[config.mk]
export PLATFORM = sky130hd
export DESIGN_NAME = ycbcr444_to_rgb888
export DESIGN_NICKNAME = d
export VERILOG_FILES = /design/src/rtl/img_ycbcr_pkg.sv /design/src/rtl/img_sync_delay.sv /design/src/rtl/ycbcr444_to_rgb888.sv
export SDC_FILE = /design/constraint.sdc
export NUM_CORES = 1
export LEC_CHECK = 0
export ABC_AREA = 0
export CAP_MARGIN = 15
export CORE_UTILIZATION = 55
export DETAILED_ROUTE_END_ITERATION = 10
export PLACE_DENSITY = 0.84
export SYNTH_ARGS = -nofsm -noshare
export SYNTH_HDL_FRONTEND = slang
export SYNTH_SLANG_ARGS = --single-unit
export TNS_END_PERCENT = 50
[constraint.sdc]
create_clock -name i_sys_clk -period 12 [get_ports i_sys_clk]
set_clock_uncertainty 0.1 [all_clocks]
set_input_delay 3 -clock i_sys_clk [delete_from_list [all_inputs] [get_ports i_sys_clk]]
set_output_delay 3 -clock i_sys_clk [all_outputs]
set_load 0.03 [all_outputs]
[src/rtl/img_ycbcr_pkg.sv]
// Shared constants and types for the YCbCr -> RGB conversion slice.
package img_ycbcr_pkg;

   // Q8 BT.601 full-range inverse coefficients
   localparam int unsigned COEF_R_CR  = 359;
   localparam int unsigned COEF_G_CB  = 88;
   localparam int unsigned COEF_G_CR  = 183;
   localparam int unsigned COEF_B_CB  = 454;
   localparam int unsigned COEF_SHIFT = 8;
   localparam int unsigned ROUND_Q8   = 128;

   // Chroma offset for 8-bit components; other widths use offset_f()
   localparam int unsigned OFFSET_8B  = 128;

   localparam int unsigned PIPE_LATENCY = 3;
   localparam int unsigned CNT_W        = 16;

   // Sticky status flag positions
   localparam int unsigned ERR_W        = 4;
   localparam int unsigned ERR_HS_NO_VS = 0;
   localparam int unsigned ERR_VS_NO_FS = 1;
   localparam int unsigned ERR_LINE_LEN = 2;
   localparam int unsigned ERR_CLAMP    = 3;

   // Sync strobe bundle carried alongside the pixel pipeline
   typedef struct packed {
      logic fsync;
      logic vsync;
      logic hsync;
   } sync_t;

   // Chroma offset 2^(wd-1) for a component width of wd bits
   function automatic int unsigned offset_f(input int unsigned wd);
      return 32'd1 << (wd - 32'd1);
   endfunction

endpackage

[src/rtl/img_sync_delay.sv]
// Fixed-depth delay line for the 3-bit frame/line/pixel strobe bus.
module img_sync_delay
   import img_ycbcr_pkg::*;
#(
   parameter int unsigned DEPTH = 3
) (
   input  logic       clk_i,
   input  logic       rst_ni,
   input  logic [2:0] sync_i,
   output logic [2:0] sync_o
);

   localparam int unsigned BUS_W  = 3;
   localparam int unsigned PIPE_W = BUS_W * DEPTH;

   logic [PIPE_W-1:0] pipe_q;
   logic [PIPE_W-1:0] pipe_d;

   // Shift the newest strobe sample into the low end of the chain
   if (DEPTH == 1) begin : g_one
      assign pipe_d = sync_i;
   end else begin : g_many
      assign pipe_d = {pipe_q[PIPE_W-BUS_W-1:0], sync_i};
   end

   // Delay chain registers
   always_ff @(posedge clk_i or negedge rst_ni) begin
      if (!rst_ni) begin
         pipe_q <= '0;
      end else begin
         pipe_q <= pipe_d;
      end
   end

   assign sync_o = pipe_q[PIPE_W-1 -: BUS_W];

endmodule

[src/rtl/ycbcr444_to_rgb888.sv]
// 3-stage full-range BT.601 YCbCr 4:4:4 to RGB converter with sync
// checking and sticky status flags.
module ycbcr444_to_rgb888
   import img_ycbcr_pkg::*;
#(
   parameter int unsigned MD_SIM_ABLE = 0,
   parameter int unsigned WD_IMG_DATA = 8,
   parameter int unsigned WD_ERR_INFO = 4
) (
   input  logic                   i_sys_clk,
   input  logic                   i_sys_resetn,
   input  logic                   s_img_ycbcr444_c_fsync,
   input  logic                   s_img_ycbcr444_c_vsync,
   input  logic                   s_img_ycbcr444_c_hsync,
   input  logic [WD_IMG_DATA-1:0] s_img_ycbcr444_y_mdat0,
   input  logic [WD_IMG_DATA-1:0] s_img_ycbcr444_b_mdat1,
   input  logic [WD_IMG_DATA-1:0] s_img_ycbcr444_r_mdat2,
   output logic                   m_img_rgb888_c_fsync,
   output logic                   m_img_rgb888_c_vsync,
   output logic                   m_img_rgb888_c_hsync,
   output logic [WD_IMG_DATA-1:0] m_img_rgb888_r_mdat0,
   output logic [WD_IMG_DATA-1:0] m_img_rgb888_g_mdat1,
   output logic [WD_IMG_DATA-1:0] m_img_rgb888_b_mdat2,
   output logic [WD_ERR_INFO-1:0] m_err_ycbcr444_info1
);

   localparam int unsigned WD_D    = WD_IMG_DATA + 1;
   localparam int unsigned WD_CALC = WD_IMG_DATA + 11;

   localparam logic signed [WD_D-1:0]    K_OFF   = WD_D'(offset_f(WD_IMG_DATA));
   localparam logic signed [WD_CALC-1:0] K_R_CR  = WD_CALC'(COEF_R_CR);
   localparam logic signed [WD_CALC-1:0] K_G_CB  = WD_CALC'(COEF_G_CB);
   localparam logic signed [WD_CALC-1:0] K_G_CR  = WD_CALC'(COEF_G_CR);
   localparam logic signed [WD_CALC-1:0] K_B_CB  = WD_CALC'(COEF_B_CB);
   localparam logic signed [WD_CALC-1:0] K_ROUND = WD_CALC'(ROUND_Q8);
   localparam logic signed [WD_CALC-1:0] K_MAX   =
      WD_CALC'((32'd1 << WD_IMG_DATA) - 32'd1);
   localparam logic [CNT_W-1:0]          CNT_MAX = '1;

   // Saturate to [0, 2^WD-1]; MSB of the result flags a clip
   function automatic logic [WD_IMG_DATA:0] clamp_f(input logic signed [WD_CALC-1:0] v);
      if (v[WD_CALC-1]) begin
         return {1'b1, {WD_IMG_DATA{1'b0}}};
      end else if (v > K_MAX) begin
         return {1'b1, {WD_IMG_DATA{1'b1}}};
      end
      return {1'b0, v[WD_IMG_DATA-1:0]};
   endfunction

   // Control state
   logic                   fsync_low_q, fsync_low_d;
   logic                   vsync_prev_q, vsync_prev_d;
   logic                   armed_q, armed_d;
   logic                   ref_pend_q, ref_pend_d;
   logic [CNT_W-1:0]       cnt_q, cnt_d;
   logic [CNT_W-1:0]       ref_q, ref_d;
   logic [ERR_W-1:0]       err_q, err_d;

   // Stage 1: offset-removed components
   logic                   v1_q, v1_d;
   logic [WD_IMG_DATA-1:0] y1_q, y1_d;
   logic signed [WD_D-1:0] cb1_q, cb1_d;
   logic signed [WD_D-1:0] cr1_q, cr1_d;

   // Stage 2: products
   logic                      v2_q, v2_d;
   logic [WD_IMG_DATA-1:0]    y2_q, y2_d;
   logic signed [WD_CALC-1:0] pr2_q, pr2_d;
   logic signed [WD_CALC-1:0] pgb2_q, pgb2_d;
   logic signed [WD_CALC-1:0] pgr2_q, pgr2_d;
   logic signed [WD_CALC-1:0] pb2_q, pb2_d;

   // Stage 3: output pixel
   logic [WD_IMG_DATA-1:0] r_q, r_d;
   logic [WD_IMG_DATA-1:0] g_q, g_d;
   logic [WD_IMG_DATA-1:0] b_q, b_d;

   // Combinational helpers
   logic                      fsync_rise_c, armed_c, vs_rise_c, vs_fall_c;
   logic                      clip_c;
   logic [ERR_W-1:0]          err_set_c;
   logic signed [WD_CALC-1:0] cb_ext_c, cr_ext_c, y_ext_c;
   logic signed [WD_CALC-1:0] r_full_c, g_full_c, b_full_c;
   logic [WD_IMG_DATA:0]      r_cl_c, g_cl_c, b_cl_c;
   sync_t                     sync_in_c;
   sync_t                     sync_out_c;

   // Frame arming, edge detection and strobe gating
   always_comb begin
      fsync_rise_c    = s_img_ycbcr444_c_fsync & fsync_low_q;
      armed_c         = armed_q | fsync_rise_c;
      vs_rise_c       = s_img_ycbcr444_c_vsync & ~vsync_prev_q;
      vs_fall_c       = ~s_img_ycbcr444_c_vsync & vsync_prev_q;
      sync_in_c.fsync = s_img_ycbcr444_c_fsync & armed_c;
      sync_in_c.vsync = s_img_ycbcr444_c_vsync & armed_c;
      sync_in_c.hsync = s_img_ycbcr444_c_hsync & armed_c;
   end

   // Datapath: offset removal, products, then round/shift/clamp
   always_comb begin
      v1_d  = sync_in_c.hsync;
      y1_d  = s_img_ycbcr444_y_mdat0;
      cb1_d = $signed({1'b0, s_img_ycbcr444_b_mdat1}) - K_OFF;
      cr1_d = $signed({1'b0, s_img_ycbcr444_r_mdat2}) - K_OFF;

      cb_ext_c = {{(WD_CALC-WD_D){cb1_q[WD_D-1]}}, cb1_q};
      cr_ext_c = {{(WD_CALC-WD_D){cr1_q[WD_D-1]}}, cr1_q};
      v2_d     = v1_q;
      y2_d     = y1_q;
      pr2_d    = cr_ext_c * K_R_CR;
      pgb2_d   = cb_ext_c * K_G_CB;
      pgr2_d   = cr_ext_c * K_G_CR;
      pb2_d    = cb_ext_c * K_B_CB;

      y_ext_c  = {{(WD_CALC-WD_IMG_DATA){1'b0}}, y2_q};
      r_full_c = y_ext_c + ((pr2_q + K_ROUND) >>> COEF_SHIFT);
      g_full_c = y_ext_c - ((pgb2_q + pgr2_q + K_ROUND) >>> COEF_SHIFT);
      b_full_c = y_ext_c + ((pb2_q + K_ROUND) >>> COEF_SHIFT);
      r_cl_c   = clamp_f(r_full_c);
      g_cl_c   = clamp_f(g_full_c);
      b_cl_c   = clamp_f(b_full_c);
      clip_c   = v2_q & (r_cl_c[WD_IMG_DATA] | g_cl_c[WD_IMG_DATA] | b_cl_c[WD_IMG_DATA]);
      r_d      = v2_q ? r_cl_c[WD_IMG_DATA-1:0] : '0;
      g_d      = v2_q ? g_cl_c[WD_IMG_DATA-1:0] : '0;
      b_d      = v2_q ? b_cl_c[WD_IMG_DATA-1:0] : '0;
   end

   // Line length tracking and sticky error flags
   always_comb begin
      fsync_low_d  = ~s_img_ycbcr444_c_fsync;
      vsync_prev_d = s_img_ycbcr444_c_vsync;
      armed_d      = armed_c;
      cnt_d        = cnt_q;
      ref_d        = ref_q;
      ref_pend_d   = ref_pend_q;
      err_set_c    = '0;

      if (vs_rise_c) begin
         cnt_d = s_img_ycbcr444_c_hsync ? CNT_W'(1) : '0;
      end else if (s_img_ycbcr444_c_vsync && s_img_ycbcr444_c_hsync && cnt_q != CNT_MAX) begin
         cnt_d = cnt_q + 1'b1;
      end

      // First line end after a frame start becomes the reference length
      if (fsync_rise_c) begin
         ref_pend_d = 1'b1;
      end else if (armed_q && vs_fall_c && ref_pend_q) begin
         ref_d      = cnt_q;
         ref_pend_d = 1'b0;
      end

      err_set_c[ERR_HS_NO_VS] = armed_c & s_img_ycbcr444_c_hsync & ~s_img_ycbcr444_c_vsync;
      err_set_c[ERR_VS_NO_FS] = armed_c & s_img_ycbcr444_c_vsync & ~s_img_ycbcr444_c_fsync;
      err_set_c[ERR_LINE_LEN] = armed_q & ~fsync_rise_c & vs_fall_c & ~ref_pend_q &
                                (cnt_q != ref_q);
      err_set_c[ERR_CLAMP]    = clip_c;

      // A set on the clearing cycle still leaves the bit high
      err_d = (fsync_rise_c ? '0 : err_q) | err_set_c;
   end

   // All state registers
   always_ff @(posedge i_sys_clk or negedge i_sys_resetn) begin
      if (!i_sys_resetn) begin
         fsync_low_q  <= 1'b0;
         vsync_prev_q <= 1'b0;
         armed_q      <= 1'b0;
         ref_pend_q   <= 1'b0;
         cnt_q        <= '0;
         ref_q        <= '0;
         err_q        <= '0;
         v1_q         <= 1'b0;
         y1_q         <= '0;
         cb1_q        <= '0;
         cr1_q        <= '0;
         v2_q         <= 1'b0;
         y2_q         <= '0;
         pr2_q        <= '0;
         pgb2_q       <= '0;
         pgr2_q       <= '0;
         pb2_q        <= '0;
         r_q          <= '0;
         g_q          <= '0;
         b_q          <= '0;
      end else begin
         fsync_low_q  <= fsync_low_d;
         vsync_prev_q <= vsync_prev_d;
         armed_q      <= armed_d;
         ref_pend_q   <= ref_pend_d;
         cnt_q        <= cnt_d;
         ref_q        <= ref_d;
         err_q        <= err_d;
         v1_q         <= v1_d;
         y1_q         <= y1_d;
         cb1_q        <= cb1_d;
         cr1_q        <= cr1_d;
         v2_q         <= v2_d;
         y2_q         <= y2_d;
         pr2_q        <= pr2_d;
         pgb2_q       <= pgb2_d;
         pgr2_q       <= pgr2_d;
         pb2_q        <= pb2_d;
         r_q          <= r_d;
         g_q          <= g_d;
         b_q          <= b_d;
      end
   end

   img_sync_delay #(
      .DEPTH (PIPE_LATENCY)
   ) u_sync_delay (
      .clk_i  (i_sys_clk),
      .rst_ni (i_sys_resetn),
      .sync_i (sync_in_c),
      .sync_o (sync_out_c)
   );

   assign m_img_rgb888_c_fsync = sync_out_c.fsync;
   assign m_img_rgb888_c_vsync = sync_out_c.vsync;
   assign m_img_rgb888_c_hsync = sync_out_c.hsync;
   assign m_img_rgb888_r_mdat0 = r_q;
   assign m_img_rgb888_g_mdat1 = g_q;
   assign m_img_rgb888_b_mdat2 = b_q;
   assign m_err_ycbcr444_info1 = WD_ERR_INFO'(err_q);

   // Report each status flag as it rises
   if (MD_SIM_ABLE != 0) begin : g_sim
      for (genvar gi = 0; gi < ERR_W; gi++) begin : g_bit
         always @(posedge i_sys_clk) begin
            if (i_sys_resetn && err_d[gi] && !err_q[gi]) begin
               $info("err[%0d] set, pixel count %0d", gi, cnt_q);
            end
         end
      end
   end

endmodule

==> impl_metrics.toml <==
[drt]
first_pass_iters = 4
drt_wl_total_um = 22600
drc = 0
ant_nets = 0
num_vias = 8062
routed_via_density = 5.37
drtIter0Drc = 237
wire_per_inst_um = 15.1

[pwr]
leakagePower_nw = 6.63
power.density_mw_per_mm2 = 243
vdd_drop_max_v = 0.000159

[global_routing]
gr-usage-met3_pct = 3.61
grt.met2_usage_pct = 39.2
antenna_found_initial = 0
grt_use_total_pct = 22.0
grtUsageMet1_pct = 26.6
grt_pass1_wl_um = 38600
grt_start_max_net_pins = 88
grt_overflow = 0
busiest_layer = "met2"
grt_pass1_vias = 8337

[finish]
instances_no_fill = 1500
syn_to_final_growth_pct = 12.8
seq_area_mm2 = 0.00395
n_antenna_cell = 0
final_core_util_pct = 63.5
finalNetCount = 1496
drive_gt1_share_pct = 5.80
fill_cells = 1602
multiInputGateArea_mm2 = 0.00726

[floorplan]
dieArea_mm2 = 0.0223
core.rowCount = 53
die_y_um = 149
dieWidth_um = 149
core_mm2 = 0.0212
initial_core_util_pct = 56.3
io_pins = 60

[sta]
tightest_slew_ps = 1000
tns_ps = 0
relSlewSlack_pct = 33.3
period_minus_slack_ps = 5740
drv_slew = 0
fin_crit_sh_pct = 47.8
setup_viol = 0
rsz0062_at_grt = "false"
worst_slack_ps = 6260
fmax_mhz = 174
hold_viol = 0

[clock_network]
clkSinkCount = 158
insertion_delay_ps = 430
cts_hold_buffers = 0
clk_pin_slew_ps = 70
cts_buffers = 17
htree_levels = 4
cts_root_buffer = "clkbuf_16"
cts_tree = "built"
postCtsSetupBuffers = 0
cts_max_path_buffers = 2
cts_resized = 0

[synth]
synth_fa_ha_area_share_pct = 30.7
synth_top_family_by_area = "adder cells"
ys.flop_type = "dfrtp_1"
synth_warnings = 0
synth_area_mm2 = 0.0119
synthMuxAreaShare_pct = 1.55
ys_seq_elements = 158
async_flop_share_pct = 100
yosys.area_share.xor_xnor_pct = 9.08
synth_fp_nets = 1428
synth_edf_count = 0
netlist_instances = 1144
synthDistinctLibCells = 73
yosys.area_share.simple_pct = 9.86
synth_seq_area_share_pct = 33.2
avgSynthCellArea_um2 = 10.4
synth_compound_gate_area_share_pct = 9.75

[placed_design]
dpl.hpwl_um = 17500
placed_cells = 1468
gp_congestion = 0.861
portBuffers = 59
post-place-ws_ps = 6340

[critical_path]
crit_type = "register to register"
r2r-start = "cr1_q[7]$_DFF_PN0_"
end_kind = "register"
r2r_setup_slack_ps = 6260
reg2regPathDepth = 15
cp.required_ps = 12170
timing.rr.end = "pr2_q[17]$_DFF_PN0_"
cp-start-kind = "register"
crit_fanout = 22
arrival_ps = 5910

[worst_hold_path]
worst_hold_path_type = "register to register"
hold_path.startpoint = "u_sync_delay.pipe_q[2]$_DFF_PN0_"
min_to = "u_sync_delay.pipe_q[5]$_DFF_PN0_"
min_path_cells = 0

[status]
run_status = "completed"

[job]
cap_violations = 0
-- how the worst max path moves through the flow --
stage | startpoint | to | slack, ps
2_1_floorplan | cr1_q[7]$_DFF_PN0_ | pr2_q[17]$_DFF_PN0_ | 6730
3_3_place_gp | cr1_q[7]$_DFF_PN0_ | pr2_q[18]$_DFF_PN0_ | 6560
3_5_place_dp | cr1_q[7]$_DFF_PN0_ | pr2_q[18]$_DFF_PN0_ | 6340
4_1_cts | cr1_q[7]$_DFF_PN0_ | pr2_q[17]$_DFF_PN0_ | 6250
5_1_grt | cr1_q[7]$_DFF_PN0_ | pr2_q[18]$_DFF_PN0_ | 5960
6_report | cr1_q[7]$_DFF_PN0_ | pr2_q[17]$_DFF_PN0_ | 6260
-- flip-flops by register name, summed over array words and instances (netlist names) --
name                  flops
cnt_q                    16
pr2_q                    12
ref_q                    16
fsync_low_q               1
y2_q                      8
y1_q                      8
armed_q                   1
m_err_ycbcr444_info1      4
u_sync_delay.pipe_q       9
m_img_rgb888_b_mdat2      8
cr1_q                     8
cb1_q                     8
vsync_prev_q              1
pgr2_q                   15
m_img_rgb888_g_mdat1      8
pb2_q                    15
m_img_rgb888_r_mdat0      8
ref_pend_q                1
pgb2_q                   11
-- cell families (layout without fill, tap and decap cells) --
family,after synthesis,count (layout)
adders and majority gates,255,255
DFF,158,158
xor gates and xnor gates,121,121
buffers and inverters,184,265
muxes,17,17
and+or+nand+nor,233,233
AOI/OAI and AO/OA,176,176
-- synthesized netlist by cell type, types with 12 or more instances --
master      n  area (um^2)
nor2b_1    14         87.6
inv_1     172          646
o21bai_1   12         90.1
ha_1      193         2410
o21ai_1    12         60.1
nor2_1     65          244
nand3_1    20          100
o21a_1     22          165
dfrtp_1   158         3950
a21o_1     12         90.1
o21ai_0    24          120
nor3_1     13         65.1
mux2_2     12          135
xnor2_1    81          709
xor2_1     38          333
fa_1       62         1240
a21oi_1    57          285
or3_1      12         75.1
nand2_1    54          203
-- critical path: stages (launching register included) --
cell     delay [ps]
dfrtp_1        1000
inv_1           250
ha_1            530
ha_1            200
inv_1            50
fa_1            510
inv_1            70
fa_1            560
fa_1            430
ha_1            240
or3_1           380
o221a_2         280
a41o_1          300
o41a_1          380
a21oi_1         200
xnor2_1          90
-- layer usage --
layer,vias to the layer above,part of all wire (%),wire [um]
met5,-,0,0
met4,0,2.6,582
met3,43,3.3,742
met2,160,51,11500
met1,3904,43,9770
li1,3955,-,-
-- stage by stage --
step                instance area, um^2  hold slack (ps)  power (W)
finish                            13400              249    0.00326
CTS                               13400              244    0.00327
floorplan                         11900              231    0.00223
global placement                  12800              233    0.00258
global route                      13400              256    0.00355
detailed placement                12800              236    0.00266
-- report_power, final --
group	switching, W	total (W)	leakage, nW	internal (W)
logic	0.00109	0.00195	4.39	0.000861
clock network	0.000241	0.000577	0.302	0.000336
registers	0.0000796	0.000736	1.94	0.000656
total	0.00141	0.00326	6.63	0.00185
-- cell usage in the layout, fill, tap and decap left out, drive strengths merged, types with 22 or more instances in the layout --
cell type,instances
nand2,54
a21oi,59
nor2,66
o21a,22
dfrtp,158
clkdlybuf4s50,58
fa,62
ha,193
o21ai,36
xor2,38
xnor2,82
inv,180
-- final cells by class --
type                       count  share of cell area, %
multi-input combinational    802                   54.0
timing repair buffer          61                   4.52
tap                          275                   2.56
clock buffer                  18                   3.20
inverter                     172                   4.81
clock inverter                14                   1.43
sequential                   158                   29.4
No activity file was read; power rests on OpenSTA's default activity.
